`src/rtl/link_ctrl_pkg.sv`:
```
// Shared types for the 10G lane bring-up controller: state encoding,
// retrain counter width and the per-state output decode.
package link_ctrl_pkg;

  localparam int unsigned RETRAIN_W = 8;

  typedef enum logic [2:0] {
    ST_PD        = 3'd0,
    ST_PLL_WAIT  = 3'd1,
    ST_PHY_WAIT  = 3'd2,
    ST_LOCK_WAIT = 3'd3,
    ST_UP        = 3'd4,
    ST_FAIL      = 3'd5
  } link_state_e;

  typedef struct packed {
    logic pll_pd;
    logic phy_rst;
    logic pcs_tx_nrst;
    logic pcs_rx_nrst;
    logic link_up;
  } link_ctrl_t;

  function automatic link_ctrl_t decode_state(input link_state_e s);
    link_ctrl_t c;
    c = '{pll_pd: 1'b1, phy_rst: 1'b1, pcs_tx_nrst: 1'b0, pcs_rx_nrst: 1'b0, link_up: 1'b0};
    case (s)
      ST_PLL_WAIT:  c.pll_pd = 1'b0;
      ST_PHY_WAIT:  begin c.pll_pd = 1'b0; c.phy_rst = 1'b0; end
      ST_LOCK_WAIT: begin
        c.pll_pd = 1'b0; c.phy_rst = 1'b0; c.pcs_tx_nrst = 1'b1; c.pcs_rx_nrst = 1'b1;
      end
      ST_UP: begin
        c.pll_pd = 1'b0; c.phy_rst = 1'b0; c.pcs_tx_nrst = 1'b1; c.pcs_rx_nrst = 1'b1;
        c.link_up = 1'b1;
      end
      default: ;
    endcase
    return c;
  endfunction

endpackage

```
`src/rtl/link_err_mon.sv`:
```
// Windowed error monitor: flags when ERR_MAX errors land inside one
// ERR_WIN-cycle window while enabled.
module link_err_mon #(
  parameter int unsigned ERR_WIN = 8192,
  parameter int unsigned ERR_MAX = 16
) (
  input  logic clk,
  input  logic nreset,
  input  logic en,
  input  logic clr,
  input  logic err,
  output logic thresh_o
);

  localparam int unsigned WIN_W = ($clog2(ERR_WIN) > 0) ? $clog2(ERR_WIN) : 1;
  localparam int unsigned CNT_W = $clog2(ERR_MAX + 1);

  logic [WIN_W-1:0] win_q, win_d;
  logic [CNT_W-1:0] cnt_q, cnt_d;
  logic             win_end;

  // Kept outside the counter process so the controller's next-state logic
  // (which feeds clr) never sees a combinational loop through this block.
  assign thresh_o = en && err && (cnt_q == CNT_W'(ERR_MAX - 1));
  assign win_end  = (win_q == WIN_W'(ERR_WIN - 1));

  always_comb begin
    win_d = win_q;
    cnt_d = cnt_q;
    if (clr) begin
      win_d = '0;
      cnt_d = '0;
    end else if (en) begin
      if (win_end) begin
        win_d = '0;
        cnt_d = '0;
      end else begin
        win_d = win_q + 1'b1;
        if (err) cnt_d = cnt_q + 1'b1;
      end
    end
  end

  always_ff @(posedge clk or negedge nreset) begin
    if (!nreset) begin
      win_q <= '0;
      cnt_q <= '0;
    end else begin
      win_q <= win_d;
      cnt_q <= cnt_d;
    end
  end

endmodule

```
`src/rtl/link_bringup_ctrl.sv`:
```
// Bring-up and health sequencer for one 10G SFP lane: fPLL, GX reset
// controller, PCS resets, block-lock qualification and retrain on failure.
module link_bringup_ctrl
  import link_ctrl_pkg::*;
#(
  parameter int unsigned PD_CYCLES    = 64,
  parameter int unsigned PLL_TIMEOUT  = 65536,
  parameter int unsigned PHY_TIMEOUT  = 65536,
  parameter int unsigned LOCK_TIMEOUT = 262144,
  parameter int unsigned LOCK_STABLE  = 64,
  parameter int unsigned ERR_WIN      = 8192,
  parameter int unsigned ERR_MAX      = 16
) (
  input  logic                 clk,
  input  logic                 nreset,
  input  logic                 pll_locked_i,
  input  logic                 tx_ready_i,
  input  logic                 rx_ready_i,
  input  logic                 rx_signal_v_i,
  input  logic                 rx_valid_i,
  input  logic                 rx_err_v_i,
  output logic                 pll_powerdown_o,
  output logic                 phy_rst_o,
  output logic                 pcs_tx_nreset_o,
  output logic                 pcs_rx_nreset_o,
  output logic                 link_up_o,
  output logic [RETRAIN_W-1:0] retrain_cnt_o,
  output logic [2:0]           state_o
);

  localparam int unsigned MAX_A  = (PLL_TIMEOUT > PHY_TIMEOUT) ? PLL_TIMEOUT : PHY_TIMEOUT;
  localparam int unsigned MAX_B  = (MAX_A > LOCK_TIMEOUT) ? MAX_A : LOCK_TIMEOUT;
  localparam int unsigned MAX_TO = (MAX_B > PD_CYCLES) ? MAX_B : PD_CYCLES;
  localparam int unsigned TMR_W  = $clog2(MAX_TO) + 1;
  localparam int unsigned STB_W  = $clog2(LOCK_STABLE + 1);

  link_state_e          state_q, state_d;
  logic [TMR_W-1:0]     timer_q, timer_d;
  logic [STB_W-1:0]     stable_q, stable_d;
  logic [RETRAIN_W-1:0] retrain_q, retrain_d;
  link_ctrl_t           ctrl_q, ctrl_d;

  logic links_ok, stable_done, err_thresh, mon_en, mon_clr;

  assign links_ok    = pll_locked_i & tx_ready_i & rx_ready_i;
  assign stable_done = rx_signal_v_i && (stable_q == STB_W'(LOCK_STABLE - 1));
  assign mon_en      = (state_q == ST_UP);
  assign mon_clr     = (state_d == ST_UP) && (state_q != ST_UP);

  link_err_mon #(
    .ERR_WIN (ERR_WIN),
    .ERR_MAX (ERR_MAX)
  ) u_err_mon (
    .clk      (clk),
    .nreset   (nreset),
    .en       (mon_en),
    .clr      (mon_clr),
    .err      (rx_valid_i & rx_err_v_i),
    .thresh_o (err_thresh)
  );

  always_comb begin
    state_d = state_q;
    case (state_q)
      ST_PD:        if (timer_q == TMR_W'(PD_CYCLES - 1)) state_d = ST_PLL_WAIT;
      ST_PLL_WAIT: begin
        if (pll_locked_i)                              state_d = ST_PHY_WAIT;
        else if (timer_q == TMR_W'(PLL_TIMEOUT - 1))   state_d = ST_FAIL;
      end
      ST_PHY_WAIT: begin
        if (!pll_locked_i)                             state_d = ST_FAIL;
        else if (tx_ready_i && rx_ready_i)             state_d = ST_LOCK_WAIT;
        else if (timer_q == TMR_W'(PHY_TIMEOUT - 1))   state_d = ST_FAIL;
      end
      ST_LOCK_WAIT: begin
        if (!links_ok)                                 state_d = ST_FAIL;
        else if (stable_done)                          state_d = ST_UP;
        else if (timer_q == TMR_W'(LOCK_TIMEOUT - 1))  state_d = ST_FAIL;
      end
      ST_UP: begin
        if (!links_ok)                                 state_d = ST_FAIL;
        else if (err_thresh)                           state_d = ST_FAIL;
        else if (!rx_signal_v_i)                       state_d = ST_LOCK_WAIT;
      end
      ST_FAIL:      state_d = ST_PD;
      default:      state_d = ST_PD;
    endcase

    if (state_d != state_q)  timer_d = '0;
    else if (timer_q != '1)  timer_d = timer_q + 1'b1;
    else                     timer_d = timer_q;

    stable_d = '0;
    if ((state_q == ST_LOCK_WAIT) && (state_d == ST_LOCK_WAIT) && rx_signal_v_i)
      stable_d = stable_q + 1'b1;

    retrain_d = retrain_q;
    if ((state_d == ST_FAIL) && (state_q != ST_FAIL) && (retrain_q != '1))
      retrain_d = retrain_q + 1'b1;

    // Outputs are decoded from the next state and registered, so they
    // switch on the same edge that enters the state.
    ctrl_d = decode_state(state_d);
  end

  always_ff @(posedge clk or negedge nreset) begin
    if (!nreset) begin
      state_q   <= ST_PD;
      timer_q   <= '0;
      stable_q  <= '0;
      retrain_q <= '0;
      ctrl_q    <= decode_state(ST_PD);
    end else begin
      state_q   <= state_d;
      timer_q   <= timer_d;
      stable_q  <= stable_d;
      retrain_q <= retrain_d;
      ctrl_q    <= ctrl_d;
    end
  end

  assign pll_powerdown_o = ctrl_q.pll_pd;
  assign phy_rst_o       = ctrl_q.phy_rst;
  assign pcs_tx_nreset_o = ctrl_q.pcs_tx_nrst;
  assign pcs_rx_nreset_o = ctrl_q.pcs_rx_nrst;
  assign link_up_o       = ctrl_q.link_up;
  assign retrain_cnt_o   = retrain_q;
  assign state_o         = state_q;

endmodule

```
`config.mk`:
```
export PLATFORM = sky130hd
export DESIGN_NAME = link_bringup_ctrl
export DESIGN_NICKNAME = d
export VERILOG_FILES = /design/src/rtl/link_ctrl_pkg.sv /design/src/rtl/link_err_mon.sv /design/src/rtl/link_bringup_ctrl.sv
export SDC_FILE = /design/constraint.sdc
export NUM_CORES = 1
export LEC_CHECK = 0
export CORE_MARGIN = 3
export CORE_UTILIZATION = 58
export CTS_CLUSTER_DIAMETER = 80
export DETAILED_ROUTE_END_ITERATION = 10
export GPL_TIMING_DRIVEN = 0
export PLACE_DENSITY_LB_ADDON = 0.12
export RECOVER_POWER = 50
export SLEW_MARGIN = 15
export SYNTH_ARGS = -nofsm -noshare
export SYNTH_HDL_FRONTEND = slang
export SYNTH_SLANG_ARGS = --single-unit
```
`constraint.sdc`:
```
create_clock -name clk -period 3.98 [get_ports clk]
set_clock_uncertainty 0.05 [all_clocks]
set_input_delay 0.398 -clock clk [delete_from_list [all_inputs] [get_ports clk]]
set_output_delay 0.398 -clock clk [all_outputs]
set_load 0.01 [all_outputs]
```
==> metrics.txt <==
Post-synth EDFFs 0; vias in the first global route 2454; core area 0.00517 mm²; post-DP HPWL 4.48 mm; worst r2r path cells 11; f_max 0.308 GHz; period utilization 0.816; Setup violations, final 0; Post-CTS Hold Buffers 0; die width 79.6 µm; num rows 26; max_slew headroom -1.03; total gr overflow 0; Ports 24; Buffers on Ports 23; CP Launch Type flop; DR iter-0 viols 138; number of synthesized register bits 59; Hold WC Path Type reg -> reg; root buf cell clkbuf_8; gr usage total 0.226; # H-tree levels 3; CTS tree done; most frequent cells in the layout 57 x dfrtp_1, 42 x nor2_1, 23 x nand2_1, 21 x nand3_1, 18 x and3_1; antenna cells 0; Crit Path Max Fanout 10; post-cts resize count 0; Total Nets Final 372; Fin. Hold Viols 0; final slew viol count 60; RR Startpoint u_err_mon.cnt_q[0]$_DFFE_PN0P_; Syn Nets 338; Pre-antenna DRT Iters 4; layout cells sized above 1 0.0964; DP Worst Slack 0.696 ns; critical setup path kind reg -> reg; setup bufs post-CTS 0; remaining routing DRC violations 0; TritonCTS Buffers 9; crit path to timer_q[8]$_DFFE_PN0P_; Critical path origin u_err_mon.cnt_q[0]$_DFFE_PN0P_; reg2reg end timer_q[8]$_DFFE_PN0P_; sequential area share after synthesis 0.470; WL per Instance 15.0 µm; Post-Syn Area 0.00314 mm²; Power per Cell Area 543 mW/mm²; fin worst setup slack 0.734 ns; WP data arrival 3.38 ns; Initial Utilization 0.608; FFs w/ async S/R, synth 1.00; post-route ant nets 0; clk slew on worst S/H paths 0.07 ns; Unique masters post-synth 58; CP endpoint kind flop; run status finished with violations; r2r setup slk 0.73 ns; Leakage 1.68 nW; Worst Hold Depth 1; Die ar. 0.00634 mm²; worst skew pair latency 0.33 ns; GP Congestion 0.905; antenna violations before repair 0; cell count after synthesis 324; Synth-to-Final Area Change 15.4%; synth warn 0; setup TNS 0 ns; PnR Total Power 1.97 mW; Max Cap Viol 1; Die H 79.6 µm; ys flop type dfrtp_1; Final min period 3.25 ns; RSZ-0062 raised after global routing no; pin slew with the least headroom to its limit 3.04 ns; Max VDD drop 321 µV; most common cell after layout, fill and taps aside dfrtp_1; first-pass GRT wire length 11.1 mm; WL final 6.50 mm; via count 2566; DR vias/cell 5.93; Sink Count 59; post-synthesis area per instance 9.70 µm²; worst path required time 4.12 ns; failing checks capacitance limit, slew limit; largest net degree at the start of global routing 60; worst-case clock buffer depth 2
-- sequential cells by signal, summed over array words and instances, names as in the netlist --
signal	cells
retrain_cnt_o	8
pll_powerdown_o	1
u_err_mon.win_q	13
pcs_rx_nreset_o	1
u_err_mon.cnt_q	5
state_o	3
link_up_o	1
phy_rst_o	1
timer_q	19
stable_q	7
-- Yosys cell counts (2+ instances only) --
cell / number / area (µm²)
and3_1: 18 / 113
xnor2_1: 13 / 114
mux2i_1: 2 / 20.0
or4_1: 2 / 15.0
a21oi_1: 4 / 20.0
nand4_1: 12 / 75.1
xor2_1: 15 / 131
nor2_1: 42 / 158
nand3_1: 21 / 105
a211o_2: 2 / 20.0
o41ai_1: 2 / 17.5
nor3_1: 17 / 85.1
or2_2: 2 / 12.5
dfstp_2: 2 / 52.6
nor2b_1: 3 / 18.8
nor4_1: 7 / 43.8
a22o_1: 5 / 43.8
o22ai_1: 2 / 12.5
nand2b_1: 2 / 12.5
a31oi_1: 4 / 25.0
nor4b_1: 3 / 26.3
a211oi_1: 2 / 15.0
clkbuf_1: 5 / 18.8
dfrtp_1: 57 / 1430
ha_1: 6 / 75.1
a211o_1: 6 / 52.6
o21ai_0: 4 / 20.0
and2_1: 2 / 12.5
nor2_2: 4 / 25.0
inv_1: 8 / 30.0
nand2_1: 23 / 86.3
-- worst max-delay path, stage by stage, from the launching register on --
cell and delay, ns:
dfrtp_1 0.42, ha_1 0.22, and3_1 0.19, ha_1 0.20, and3_1 0.17, o41ai_1 0.58, a21oi_1 0.15, nand4_1 0.12
a22o_1 0.13, clkbuf_1 0.36, buf_1 0.43, nor2_1 0.10
-- per-stage QoR --
step	cells	hold WS [ns]	utilization	cell area, µm²
6_report	433	0.423	0.702	3630
5_1_grt	433	0.450	0.702	3630
4_1_cts	433	0.103	0.702	3630
3_5_place_dp	417	0.427	0.669	3460
3_3_place_gp	417	0.402	0.669	3460
2_1_floorplan	324	0.0524	-	3140
-- cell type report --
cell class	instances	area, µm²
multi-input cells	248	1590
fillers	406	1540
flip-flops and latches	59	1480
repair buffers	23	224
clock buffers	14	163
well taps	70	87.6
plain buffers	9	46.3
inverters	8	30.0
clock inverters	2	10.0
-- layer usage --
| layer | wire length (µm) | global-route usage | vias to the layer above |
|---|---|---|---|
| li1 | - | - | 1242 |
| met1 | 3140 | 0.316 | 1266 |
| met2 | 3020 | 0.339 | 52 |
| met3 | 258 | 0.0564 | 6 |
| met4 | 73 | 0.0825 | 0 |
| met5 | 0 | 0 | - |
-- worst min-delay path by stage --
| stage | start | end | slack (ns) |
|---|---|---|---|
| 2_1_floorplan | nreset | link_up_o$_DFF_PN0_ | 0.05 |
| 3_3_place_gp | stable_q[0]$_DFF_PN0_ | stable_q[0]$_DFF_PN0_ | 0.40 |
| 3_5_place_dp | stable_q[0]$_DFF_PN0_ | stable_q[0]$_DFF_PN0_ | 0.43 |
| 4_1_cts | nreset | u_err_mon.cnt_q[3]$_DFFE_PN0P_ | 0.10 |
| 5_1_grt | retrain_cnt_o[7]$_DFFE_PN0P_ | retrain_cnt_o[7]$_DFFE_PN0P_ | 0.45 |
| 6_report | stable_q[0]$_DFF_PN0_ | stable_q[0]$_DFF_PN0_ | 0.42 |
-- logic make-up (layout without fill, tap and decap cells) --
| logic type | count (synthesis) | after routing | share of synthesized area |
|---|---|---|---|
| xor+xnor | 28 | 28 | 0.0780 |
| fa+ha+maj | 6 | 6 | 0.0239 |
| buf+inv | 17 | 56 | 0.0243 |
| compound gates | 42 | 42 | 0.106 |
| mux | 3 | 3 | 0.00995 |
| flops | 59 | 59 | 0.470 |
| simple gates | 169 | 169 | 0.288 |
-- power by group --
part           switching, mW  internal, mW
clock                  0.219         0.259
combinational          0.423         0.284
sequential            0.0924         0.693
No activity file was read; power rests on OpenSTA's default activity.
